[src/rtl/clksel_if.sv]
// Request/status bundle between the CPU/config side and the clock-select sequencer.
interface clksel_if;
    logic       wr_stb;
    logic [1:0] req_sel;
    logic [1:0] clksel;
    logic       busy;
    logic       chg_done;
    logic [7:0] chg_cnt;

    modport master (
        output wr_stb, req_sel,
        input  clksel, busy, chg_done, chg_cnt
    );

    modport slave (
        input  wr_stb, req_sel,
        output clksel, busy, chg_done, chg_cnt
    );
endinterface

[src/rtl/clksel_sequencer.sv]
// Applies clock-mode requests to the switcher one at a time, holding clksel stable
// for SETTLE_CYC cycles after each change so the glitch-free handover can complete.
module clksel_sequencer #(
    parameter int unsigned SETTLE_CYC = 32,
    parameter logic [1:0]  RST_SEL    = 2'b00
) (
    input logic     clk,
    input logic     rst,
    clksel_if.slave bus
);

    typedef enum logic {IDLE, SETTLE} state_t;

    localparam logic [7:0] RELOAD = 8'(SETTLE_CYC - 1);

    state_t     state, state_n;
    logic [7:0] cnt, cnt_n;
    logic       pend_vld, pend_vld_n;
    logic [1:0] pend_sel, pend_sel_n;
    logic [1:0] sel, sel_n;
    logic [7:0] chg_cnt, chg_cnt_n;
    logic       busy, busy_n;
    logic       done, done_n;
    logic       eff_vld;
    logic [1:0] eff_sel;

    function automatic logic [7:0] sat_inc(input logic [7:0] v);
        return (v == 8'hFF) ? v : v + 8'd1;
    endfunction

    always_comb begin
        state_n    = state;
        cnt_n      = cnt;
        pend_vld_n = pend_vld;
        pend_sel_n = pend_sel;
        sel_n      = sel;
        chg_cnt_n  = chg_cnt;
        done_n     = 1'b0;
        eff_vld    = 1'b0;
        eff_sel    = pend_sel;

        case (state)
            IDLE: begin
                if (bus.wr_stb && (bus.req_sel != sel)) begin
                    sel_n     = bus.req_sel;
                    chg_cnt_n = sat_inc(chg_cnt);
                    cnt_n     = RELOAD;
                    state_n   = SETTLE;
                end
            end
            SETTLE: begin
                if (cnt == 8'd0) begin
                    // A write landing on the expiry edge overrides whatever was stored.
                    eff_vld    = bus.wr_stb ? (bus.req_sel != sel) : pend_vld;
                    eff_sel    = bus.wr_stb ? bus.req_sel : pend_sel;
                    pend_vld_n = 1'b0;
                    if (eff_vld) begin
                        sel_n     = eff_sel;
                        chg_cnt_n = sat_inc(chg_cnt);
                        cnt_n     = RELOAD;
                    end else begin
                        state_n = IDLE;
                        done_n  = 1'b1;
                    end
                end else begin
                    cnt_n = cnt - 8'd1;
                    if (bus.wr_stb) begin
                        pend_sel_n = bus.req_sel;
                        pend_vld_n = (bus.req_sel != sel);
                    end
                end
            end
            default: state_n = IDLE;
        endcase

        busy_n = (state_n == SETTLE) | pend_vld_n;
    end

    always_ff @(posedge clk) begin
        if (rst) begin
            state    <= IDLE;
            cnt      <= 8'd0;
            pend_vld <= 1'b0;
            sel      <= RST_SEL;
            chg_cnt  <= 8'd0;
            busy     <= 1'b0;
            done     <= 1'b0;
        end else begin
            state    <= state_n;
            cnt      <= cnt_n;
            pend_vld <= pend_vld_n;
            sel      <= sel_n;
            chg_cnt  <= chg_cnt_n;
            busy     <= busy_n;
            done     <= done_n;
        end
    end

    // pend_sel is only meaningful while pend_vld is set, so it needs no reset.
    always_ff @(posedge clk) begin
        pend_sel <= pend_sel_n;
    end

    assign bus.clksel   = sel;
    assign bus.busy     = busy;
    assign bus.chg_done = done;
    assign bus.chg_cnt  = chg_cnt;

endmodule

[src/flat_wrapper.sv]
// flat-port wrapper written by rule: the top's interface ports become plain ports
module clksel_sequencer_flat 
#(
    parameter int unsigned SETTLE_CYC = 32,
    parameter logic [1:0]  RST_SEL    = 2'b00
)
  (clk, rst, bus_wr_stb, bus_req_sel, bus_clksel, bus_busy, bus_chg_done, bus_chg_cnt);
  clksel_if bus_i ();
  input logic clk;
  input logic rst;
  input wire logic [$bits(bus_i.wr_stb)-1:0] bus_wr_stb;
  input wire logic [$bits(bus_i.req_sel)-1:0] bus_req_sel;
  output wire logic [$bits(bus_i.clksel)-1:0] bus_clksel;
  output wire logic [$bits(bus_i.busy)-1:0] bus_busy;
  output wire logic [$bits(bus_i.chg_done)-1:0] bus_chg_done;
  output wire logic [$bits(bus_i.chg_cnt)-1:0] bus_chg_cnt;
  assign bus_i.wr_stb = bus_wr_stb;
  assign bus_i.req_sel = bus_req_sel;
  assign bus_clksel = bus_i.clksel;
  assign bus_busy = bus_i.busy;
  assign bus_chg_done = bus_i.chg_done;
  assign bus_chg_cnt = bus_i.chg_cnt;
  clksel_sequencer #(.SETTLE_CYC(SETTLE_CYC), .RST_SEL(RST_SEL)) u_core (.clk(clk), .rst(rst), .bus(bus_i));
endmodule
[config.mk]
export PLATFORM = sky130hd
export DESIGN_NAME = clksel_sequencer_flat
export DESIGN_NICKNAME = d
export VERILOG_FILES = /design/src/rtl/clksel_if.sv /design/src/rtl/clksel_sequencer.sv /design/src/flat_wrapper.sv
export SDC_FILE = /design/constraint.sdc
export NUM_CORES = 1
export LEC_CHECK = 0
export BUFFER_PORTS_ARGS = -buffer_cell sky130_fd_sc_hd__buf_2
export CELL_PAD_IN_SITES_DETAIL_PLACEMENT = 0
export CELL_PAD_IN_SITES_GLOBAL_PLACEMENT = 1
export CORE_ASPECT_RATIO = 1.1
export CORE_MARGIN = 5
export CORE_UTILIZATION = 48
export CTS_BUF_LIST = sky130_fd_sc_hd__clkbuf_8
export DETAILED_ROUTE_END_ITERATION = 10
export GPL_TIMING_DRIVEN = 0
export PLACE_DENSITY = 0.95
export SKIP_CTS_REPAIR_TIMING = 1
export SLEW_MARGIN = 20
export SYNTH_ARGS = -nofsm -noshare
export SYNTH_HDL_FRONTEND = slang
export SYNTH_SLANG_ARGS = --single-unit
[constraint.sdc]
create_clock -name clk -period 5.8 [get_ports clk]
set_clock_uncertainty 0.1 [all_clocks]
set_input_delay 0 -clock clk [delete_from_list [all_inputs] [get_ports clk]]
set_output_delay 0 -clock clk [all_outputs]
set_load 0.02 [all_outputs]
## Yosys cells after proc, flatten, opt, wreduce, memory -nomap -nowiden

Cells that the tools add are included.
W data, S select, Z words.

| operators by class | value |
|---|---|
| divide/modulo/power cells | 0 |
| add/sub/neg operators | 2 |
| magnitude comparators | 0 |
| bitwise gates (word level) | 3 |
| $mul | 0 |
| equality and inequality tests | 6 |
| mux-type cells | 22 |
| reduce and logical (&&, ||, !) cells | 6 |
| shift-type cells | 0 |

Operators with widths:

| cell | count |
|---|---|
| $mux W8 | 7 |
| $pmux W8 S2 | 2 |
| $add A8 B1 Y8 const B | 1 |
| $eq A8 B8 Y1 const B | 1 |
| $logic_not A8 Y1 | 1 |
| $mux W2 | 4 |
| $sub A8 B1 Y8 const B | 1 |
| $mux W1 | 7 |
| $ne A2 B2 Y1 const B | 2 |
| $pmux W2 S2 | 1 |
| $reduce_and A2 Y1 | 2 |
| $ne A3 B3 Y1 const B | 1 |
| $reduce_and A3 Y1 | 1 |
| $reduce_or A3 Y1 | 1 |
| $ne A2 B1 Y1 const B | 1 |
| $ne A2 B2 Y1 | 1 |
| $not A1 Y1 | 2 |
| $pmux W1 S2 | 1 |
| $logic_and A1 B1 Y1 | 1 |
| $or A1 B1 Y1 | 1 |

| word-level totals | value |
|---|---|
| memory bits (writable) | 0 |
| logic and storage cells | 47 |
| bits in latches | 0 |
| memories | 0 |
| register bits after elaboration | 24 |
| ROM bits | 0 |

## Depth between registers and ports, before layout

Gate-level depths: netlist of run 1.

| logic depth | value |
|---|---|
| depth after elaboration | 6 |
| gate-level depth with buffers | 8 |
| mapped depth without buffers | 8 |

## Least setup slack after synthesis of run 1

OpenSTA, ideal clock, no wires.

| path | value |
|---|---|
| kind | register to register |
| start point | reg u_core.cnt[3] |
| end point | reg u_core.chg_cnt[5], in the netlist u_core.bus.chg_cnt[5] |
| path buffers | 0 |
| arrival time | 2.057 ns |
| setup time | 0.123 ns |
| clock period less this slack | 2.281 ns |
| cell stages (with the launch flop) | 7 |
| setup slack | 3.519 ns |
| required time | 5.577 ns |
| cells stage by stage | dfxtp_1 -> or4_4 -> o31ai_4 -> inv_2 -> a211oi_4 -> nand4_1 -> mux2_1 |

| on the way | value |
|---|---|
| word-level cells in the longest chain between the ends | 3 |

RTL lines:

| what | RTL line | source |
|---|---|---|
| from (decl) | clksel_sequencer.sv:17 | `logic [7:0] cnt, cnt_n;` |
| from (signal assigned) | clksel_sequencer.sv:90 | `cnt <= cnt_n;` |
| $logic_not A8 Y1 | clksel_sequencer.sv:52 | `if (cnt == 8'd0) begin` |
| $ne A2 B2 Y1 (no line) | -- |  |
| $reduce_and A3 Y1 (no line) | -- |  |
| to (signal assigned) | clksel_sequencer.sv:93 | `chg_cnt <= chg_cnt_n;` |
| to (decl) | clksel_sequencer.sv:21 | `logic [7:0] chg_cnt, chg_cnt_n;` |

No other way between the ends.
A chain may end at the register's enable or synchronous reset.

## Worst setup path in the final report of run 1

Ends and elaborated chain as after synthesis.

==> results.txt, run 1 <==
Across the VDD grid, the largest voltage drop is around 0.00024 V. The number of routed nets with antenna violations came out at 0. The TritonCTS buffer count came out at 3. The final global-route overflow total is 0. The class of the worst hold path is input pin to register. Wires add up to roughly 2400 µm. The effective utilization at floorplan came out at between 50% and 60%. The net count after synthesis came out at approximately 130. The number of placement rows came out at 18. The final standard cell utilization of the core came out at 60.2%.

The final count of hold timing violations came out at 3. The time the worst path needs with I/O delays and setup is 2.50 ns. The global router's overall resource usage came out at between 10 and 15%. Broken down by cell family, the worst path's largest delay share belongs to simple AND/OR/NAND/NOR gates. The per-cell routed wire length is approximately 14 µm.

In this run the standard cell core region covers about 2300 µm². Entering global routing, the biggest net connects 15 pins. The signal on the critical path passes through or4_4 > o31ai_4 > inv_2 > a211oi_4 > nand4_1 > mux2_1.

The register bit count reported by yosys is 24. The worst hold slack is -0.0107 ns. Overall power consumption after layout is estimated at 0.000445 W.

The half-perimeter wire length after placement came out at 1810 µm. After synthesis the cells add up to 1180 µm². The final layout net count came out at 155.

Setup repair after global routing left no endpoint under its margin. Measured along the x axis, the die boundary spans roughly 57 µm. The maximum fanout encountered on the critical timing path came out at 8. The initial antenna violation count is 0. The critical path required time is around 5.9 ns. 0 antenna diodes ended up in the layout.

The area used by sequential logic in the layout came out at ~500 µm². Timing would allow up to between 300 and 400 MHz. STA classifies the critical path endpoint as a register. The total number of H-tree levels is 1. The sum of negative setup slack is 0 ns. During synthesis, Yosys emitted a total of 0 warnings.

In the routed layout, each cell is associated on average with a via count of ~5.5. In this design, the stage delay of the slowest critical-path cell is approximately 0.59 ns. The final weighted congestion in routability-driven placement came out at 0.729. The deepest clock path buffer count is 2. After synthesis, the mean cell area works out to ~9.4 µm². The final reports fail on negative hold slack. The clock-pin transition on the worst setup and hold timing paths is 0.08 ns.

The port buffer count is 16. Summing all multi-input logic gate instances after layout gives 646 µm². The post-route clock period utilization is between 40% and 50%. The slowest stage of the critical path is the sky130_fd_sc_hd__or4_4 cell.

The final standard cell area without fillers came out at 1380 µm². The die outline area is between 3000 and 4000 µm². Headroom to the max-slew limit came out at 62.9%. The share of the Yosys chip area taken by registers is a little over two fifths.

The max capacitance violation total came out at 0. The standard cell area after detailed placement is around 1300 µm². TritonCTS built the clock tree. The power density over the cells came out at 322 nW/µm². Detailed routing inserted a total of slightly below 1000 vias.

The ratio of cells with drive above 1 in the final layout is around a fifth. In this run the clock root is driven by a sky130_fd_sc_hd__clkbuf_8. After technology mapping, the gate count stands at roughly 130. The first global-routing pass estimated roughly 4100 µm of wire. The via count of the first global-routing pass is approximately 1000. The actual transition at the worst max-transition pin is 0.551 ns. The fill cell total of the finished layout came out at 206. The number of distinct library cells after synthesis is 35. The run finished, with violations left. The first detailed-routing pass ran for 4 iterations.

The number of max-slew violations in the final report is 0. The first-iteration detailed-routing DRC count came out at 20. During I/O placement, the number of pins put on the boundary was 17. Clock latency on the worst-skew pair, taken at its later pin, is roughly 0.27 ns. Summed over all cells, the static leakage comes to ~0.55 nW. The die span in y came out at approximately 62 µm. After detailed routing, the number of remaining DRC violations is 0.

STA classifies the critical path startpoint as a register. The clock net in this run drives a total of 24 sinks. The data arrival time at the worst-slack endpoint came out at 2.56 ns. The layout-stage area growth over the synthesis result is 16.8%.

The critical path start-end classification is register to register. The final setup violation count is 0. The count of buffering cells on the critical path with inverters included is 1.
==> area by class of cell <==
| cell class | instances | share of cell area (%) |
|---|---|---|
| Buffer | 4 | 1.09 |
| Clock buffer | 3 | 2.99 |
| Clock inverter | 1 | 2.17 |
| Inverter | 6 | 1.63 |
| Multi-Input combinational cell | 92 | 46.7 |
| Sequential cell | 24 | 36.2 |
| Tap cell | 30 | 2.71 |
| Timing Repair Buffer | 17 | 6.52 |
==> logic make-up (layout without fill, tap and decap cells) <==
kind of cell	count (synthesis)	after routing	synth area share, %
compound gates	27	27	17.7
xor+xnor	8	8	5.92
fa+ha+maj	2	2	2.11
buf+inv	10	31	3.17
flops	24	24	42.3
mux	9	9	8.03
simple gates	46	46	20.8
==> cell usage after synthesis, drive strengths merged <==
cell     n  area (µm²)
a211oi   4        42.5
a21bo    1        10.0
a21o     1        7.51
a21oi   11        55.1
a311oi   4        35.0
a31oi    1        6.26
and3     2        12.5
and4b    1        10.0
clkbuf   4        15.0
dfxtp   22         440
edfxtp   2        60.1
ha       2        25.0
inv      6        22.5
mux2     4        45.0
mux2i    5        50.1
nand2    6        22.5
nand2b   5        31.3
nand3    2        10.0
nand3b   1        7.51
nand4    3        18.8
nor2    13        48.8
nor2b    5        31.3
nor3     4        20.0
nor4     1        6.26
o21ai    3        15.0
o31ai    1        21.3
o41ai    1        16.3
or3b     1        8.76
or4      2        18.8
xnor2    6        52.6
xor2     2        17.5
==> worst paths after layout <==
kind                           endpoint  slack [ns]            start  cells past startpoint
hold / removal    u_core.bus.chg_cnt[5]       -0.01              rst                      3
hold reg to reg         u_core.bus.busy        0.41  u_core.pend_vld                      2
setup reg to reg  u_core.bus.chg_cnt[5]        3.30    u_core.cnt[3]                      6
setup / recovery  u_core.bus.chg_cnt[5]        3.30    u_core.cnt[3]                      6
==> placed cells by master, fill, tap and decap left out, types with 3 or more instances in the layout <==
cell	instances
sky130_fd_sc_hd__a211oi_1	3
sky130_fd_sc_hd__a21oi_1	11
sky130_fd_sc_hd__a311oi_1	4
sky130_fd_sc_hd__buf_2	16
sky130_fd_sc_hd__clkbuf_1	4
sky130_fd_sc_hd__clkbuf_8	3
sky130_fd_sc_hd__dfxtp_1	22
sky130_fd_sc_hd__inv_1	5
sky130_fd_sc_hd__mux2i_1	5
sky130_fd_sc_hd__nand2_1	6
sky130_fd_sc_hd__nand2b_1	5
sky130_fd_sc_hd__nand4_1	3
sky130_fd_sc_hd__nor2_1	13
sky130_fd_sc_hd__nor2b_1	5
sky130_fd_sc_hd__nor3_1	4
sky130_fd_sc_hd__o21ai_0	3
sky130_fd_sc_hd__xnor2_1	6
==> report_power, final <==
group,internal (W),switching [W]
logic,0.0000411,0.0000588
clock network,0.0000923,0.0000540
registers,0.000183,0.0000149
==> routing by layer <==
metal,GRT usage [%],share of wire [%],vias up
li1,-,-,492
met1,16.3,43,462
met2,28.1,51,16
met3,3.31,4.5,5
met4,5.96,1.4,0
met5,0,0,-
==> through the flow <==
step | cells | setup WS [ns]
after floorplan | 126 | 3.52
after global placement | 172 | 3.33
after detailed placement | 172 | 3.29
after CTS | 176 | 3.28
after global routing | 177 | 3.20
final | 177 | 3.30
==> tightest hold or removal path, delay by kind of cell <==
family                 cells  cell delay [ns]
and+or+nand+nor            1             0.08
muxes                      1             0.12
buffers and inverters      1             0.13
==> flip-flops by register name, indices dropped and copies added, names as in the netlist <==
register             cells
u_core.pend_vld          1
u_core.pend_sel          2
u_core.bus.chg_done      1
u_core.cnt               8
u_core.bus.clksel        2
u_core.bus.chg_cnt       8
u_core.bus.busy          1
u_core.state             1
No activity file was read; power rests on OpenSTA's default activity.
==> run 2: changes to the inputs <==
--- a/config.mk
+++ b/config.mk
@@ -5,16 +5,17 @@
 export SDC_FILE = /design/constraint.sdc
 export NUM_CORES = 1
 export LEC_CHECK = 0
+export ABC_AREA = 1
 export BUFFER_PORTS_ARGS = -buffer_cell sky130_fd_sc_hd__buf_2
 export CELL_PAD_IN_SITES_DETAIL_PLACEMENT = 0
 export CELL_PAD_IN_SITES_GLOBAL_PLACEMENT = 1
 export CORE_ASPECT_RATIO = 1.1
 export CORE_MARGIN = 5
-export CORE_UTILIZATION = 48
+export CORE_UTILIZATION = 44
 export CTS_BUF_LIST = sky130_fd_sc_hd__clkbuf_8
 export DETAILED_ROUTE_END_ITERATION = 10
 export GPL_TIMING_DRIVEN = 0
-export PLACE_DENSITY = 0.95
+export PLACE_DENSITY = 0.92
 export SKIP_CTS_REPAIR_TIMING = 1
 export SLEW_MARGIN = 20
 export SYNTH_ARGS = -nofsm -noshare
==> constraint.sdc (replaced) <==
create_clock -name clk -period 2.4 [get_ports clk]
set_clock_uncertainty 0.1 [all_clocks]
set_input_delay 0 -clock clk [delete_from_list [all_inputs] [get_ports clk]]
set_output_delay 0 -clock clk [all_outputs]
set_load 0.02 [all_outputs]
==> run 2 against run 1 <==
Against the previous run: critical path depth up 3; critical path type unchanged; global-route usage down 1.3 points; setup slack worse by 2.5 ns; combinational power rose to 3.7 times the previous value; worst hold slack better by 0.034 ns; register-to-register slack worse by 2.5 ns; the run now ends clean; first-iteration DRC count grew to 4.7 times the previous value; final cell count increased by 44%; flip-flop and latch count did not move; sequential power rose by 140%; largest cell class unchanged; largest power group unchanged.
==> results.txt, run 2 <==
The switching power came out at 0.000416 W (+230%). The ratio of cells with drive above 1 in the final layout came out at 26.0% (+6.3 points). In this run the critical register-to-register path is launched from u_core.cnt[0]. The final count of hold timing violations came out at 0 (-3). The maximum achievable frequency came out at 619 MHz (+55%). The worst reg-to-reg setup slack is 0.78 ns (-2.51 ns).

The critical path endpoint category is a register. The leakage power summed over all cells came to 0.757 nW (+39%). The total area of multi-input combinational cells is 860 µm² (+33%). The detailed-route DRC error count is 0 (unchanged). The final global-route overflow total came to 0 (unchanged). The maximum VDD drop is 0.000320 V (+34%). The mean number of vias per cell is 4.95 (-10%). The final layout net count came to 227 (+46%).

The primary flip-flop cell chosen by synthesis mapping is sky130_fd_sc_hd__dfxtp_1. The first-iteration detailed-routing DRC count is 94 (+370%). The critical path required time came out at 2.47 ns (-3.39 ns).

In the final layout, the registers with the most flip-flops are u_core.bus.chg_cnt x8, u_core.cnt x8. The worst setup slack before clock tree synthesis came out at 0.791 ns (-2.50 ns). The post-route clock period utilization is 67.3% (+24 points). The cell repeated most along the worst path is sky130_fd_sc_hd__nor2_8.

The mean instance size in the synthesized netlist is 7.46 µm² (-21%). The worst setup path is launched from a register. The worst min-delay path startpoint is bus_req_sel[1]. The class of the worst hold path is input pin to register. The final setup violation count came out at 0 (unchanged). The top-level I/O count came out at 17 (unchanged). TritonCTS built the clock tree.

The post-synth design cell area is 1490 µm² (+26%). The number of placement rows came out at 22 (+4). The clock-pin transition on the worst setup and hold timing paths is 0.09 ns (about the same).

The final weighted congestion in routability-driven placement came out at 0.771 (+5.7%). The most frequently used cell type in the post-synthesis netlist is sky130_fd_sc_hd__nand2_1. The die outline area is 4660 µm² (+31%).

sky130_fd_sc_hd__dfxtp_1 takes more of the synthesized area than any other cell. The sequential cell area fraction in the yosys report is 33.5% (-8.8 points). Walking the worst path, the cells encountered are inv_1 > ha_1 > nand2_4 > nor2_8 > nor2_8 > nor2_8 > nor2_4 > nand2_1 > nand2_1. The worst max-slew margin expressed relative to the limit came out at 70.4% (+7.5 points). The port buffer count is 15 (-1). The power density over the cells is 667 nW/µm² (+110%). The register bit count reported by yosys came out at 24 (unchanged).

The worst setup path is of the register to register kind. The number of max-slew violations in the final report is 0 (unchanged). The setup slack after layout was 0.785 ns (-2.51 ns).

The combinational power share was 33.8% (+11 points). The root buffer cell is sky130_fd_sc_hd__clkbuf_8. The via count of the first global-routing pass is 1167 (+15%).

The area inside the core boundary was 3300 µm² (+44%). The largest stage delay on the critical path is 0.31 ns (-0.28 ns). Setup repair after global routing left no endpoint under its margin. The number of routed nets with antenna violations came out at 0 (unchanged). The antenna diode count came out at 0 (unchanged). The die outline width came out at 65.5 µm (+14%). The net switching share of the total power came out at 37.6% (+8.9 points).

After synthesis, the cell types taking the most area are sky130_fd_sc_hd__dfxtp_1 (30%), sky130_fd_sc_hd__nand2_1 (13%), sky130_fd_sc_hd__nor2_8 (5.4%). The number of distinct library cells after synthesis came out at 31 (-11%). The global router's overall resource usage came to 13.6% (-1.3 points). The half-perimeter wire length after placement came out at 2110 µm (+17%). The cell count after placement came out at 251 (+46%). The largest individual stage delay along the critical path comes from the cell sky130_fd_sc_hd__dfxtp_1. The iteration count of the initial detailed-routing pass is 4 (unchanged). The time the worst path needs with I/O delays and setup came out at 1.62 ns (-0.887 ns). The maximum fanout encountered on the critical timing path is 8 (unchanged). The area used by sequential logic in the layout came to 500 µm² (unchanged). The sum of negative setup slack is 0 ns (unchanged). The cell-internal power came out at 0.000690 W (+120%). The clock insertion delay at the later pin of the skew report is 0.27 ns (about the same). The max capacitance violation total came out at 0 (unchanged). In this run the critical register-to-register path is captured at u_core.cnt[3]. The effective utilization at floorplan is 45.2% (-6.3 points). The commonest non-fill, non-tap cell in the layout is sky130_fd_sc_hd__nand2_1. The data arrival time at the worst-slack endpoint is 1.69 ns (-0.87 ns). The TritonCTS buffer count came to 3 (unchanged). The CTS sink count is 24 (unchanged). After synthesis, the most frequently instantiated cells are sky130_fd_sc_hd__nand2_1 (51), sky130_fd_sc_hd__dfxtp_1 (22), sky130_fd_sc_hd__inv_1 (19). The top cell type's share of synthesized area is 29.5% (-7.7 points). The post-synthesis async set-or-reset flop share is 0% (unchanged).

Leaving out fill and tap cells, the most frequent cells in the layout are sky130_fd_sc_hd__nand2_1 (51), sky130_fd_sc_hd__dfxtp_1 (22), sky130_fd_sc_hd__inv_1 (19). The wire length of the first global-routing pass is 5050 µm (+22%). The deepest clock path buffer count is 2 (unchanged). The number of instances on the worst hold path is 3 (unchanged). The cell count after synthesis is 200 (+59%). The number of warnings reported in the yosys synthesis log is 0 (unchanged). The fill cell total of the finished layout came out at 338 (+64%). The destination of the worst hold path is u_core.pend_sel[1]. The per-cell routed wire length is 11.1 µm (-18%).

The flow ran to the end, and the final reports show no timing, DRC or antenna violations. The total number of H-tree levels is 1 (unchanged). The part of the power in the clock network is 22.6% (-10 points). The count of flip-flops with a built-in enable after synthesis is 2 (unchanged).

The final instance count without filler cells was 255 (+44%). The power share of the sequential group is 43.6% (-1.0 points). The largest net degree at the start of global routing is 14 (-1). The die span in y came to 71.1 µm (+15%). The total vias in the final route is 1263 (+30%). The net count after synthesis came out at 207 (+56%). The initial antenna violation count was 0 (unchanged). The wire length reported by the detailed router came out at 2840 µm (+18%).

The number of cells on the worst reg-to-reg path was 9 (+3). Compared with the post-synthesis result, the final layout area differs by 11.1%. The actual transition at the worst max-transition pin came to 0.444 ns (-0.107 ns).
run 2: power groups by stage:
stage	clock network (W)	logic [W]	registers, W
2_1_floorplan	0	0.000292	0.000504
3_3_place_gp	0	0.000376	0.000490
3_5_place_dp	0	0.000377	0.000492
4_1_cts	0.000261	0.000379	0.000482
5_1_grt	0.000271	0.000417	0.000489
6_report	0.000250	0.000374	0.000482
run 2: worst max-delay path: cells and delay by family (launching register included):
family / cells / cell delay (ns)
buffers and inverters: 1 / 0.10
DFF: 1 / 0.31
and+or+nand+nor: 7 / 0.71
adders and majority gates: 1 / 0.28
run 2: worst max path at each step:
stage | start | to | slack [ns] | depth (start not counted)
after detailed placement | u_core.cnt[0] | u_core.cnt[3] | 0.79 | 9
final | u_core.cnt[0] | u_core.cnt[3] | 0.78 | 9
after global placement | u_core.cnt[0] | u_core.cnt[4] | 0.80 | 9
after global routing | u_core.cnt[0] | u_core.cnt[3] | 0.66 | 9
after CTS | u_core.cnt[0] | u_core.cnt[3] | 0.78 | 9
after floorplan | u_core.bus.chg_cnt[1] | u_core.bus.chg_cnt[0] | 0.84 | 8
run 2: cells by family (layout without fill, tap and decap cells):
| kind of cell | after synthesis | in the layout | synth area share (%) |
|---|---|---|---|
| adder cells (fa/ha/maj) | 2 | 2 | 1.68 |
| XOR/XNOR | 3 | 3 | 1.76 |
| flip-flops | 24 | 24 | 33.5 |
| AND/OR/NAND/NOR | 113 | 113 | 43.4 |
| buffers and inverters | 31 | 50 | 8.88 |
| AO/OA/AOI/OAI | 27 | 27 | 10.7 |
run 2: routing by layer:
metal	share of wire (%)	global-route usage [%]	up-vias	wire, µm
met4	1.5	4.84	0	42
li1	-	-	681	-
met5	0	0	-	0
met2	46	23.2	14	1320
met3	3.0	2.54	4	84
met1	49	16.8	564	1390
run 2: stage by stage:
stage	area (µm²)	power, W	utilization [%]	hold WS [ns]
floorplan	1490	0.000796	-	0.132
global placement	1610	0.000867	48.8	0.298
detailed placement	1610	0.000868	48.8	0.304
CTS	1660	0.00112	50.2	0.0160
global route	1660	0.00118	50.2	0.0215
finish	1660	0.00111	50.2	0.0229
run 2: final cells by class:
type / instances / share of cell area [%]
multi-input combinational: 145 / 51.8
sequential: 24 / 30.2
inverter: 27 / 6.49
timing repair buffer: 15 / 4.53
tap: 36 / 2.72
clock buffer: 3 / 2.49
buffer: 4 / 1.51
clock inverter: 1 / 0.226
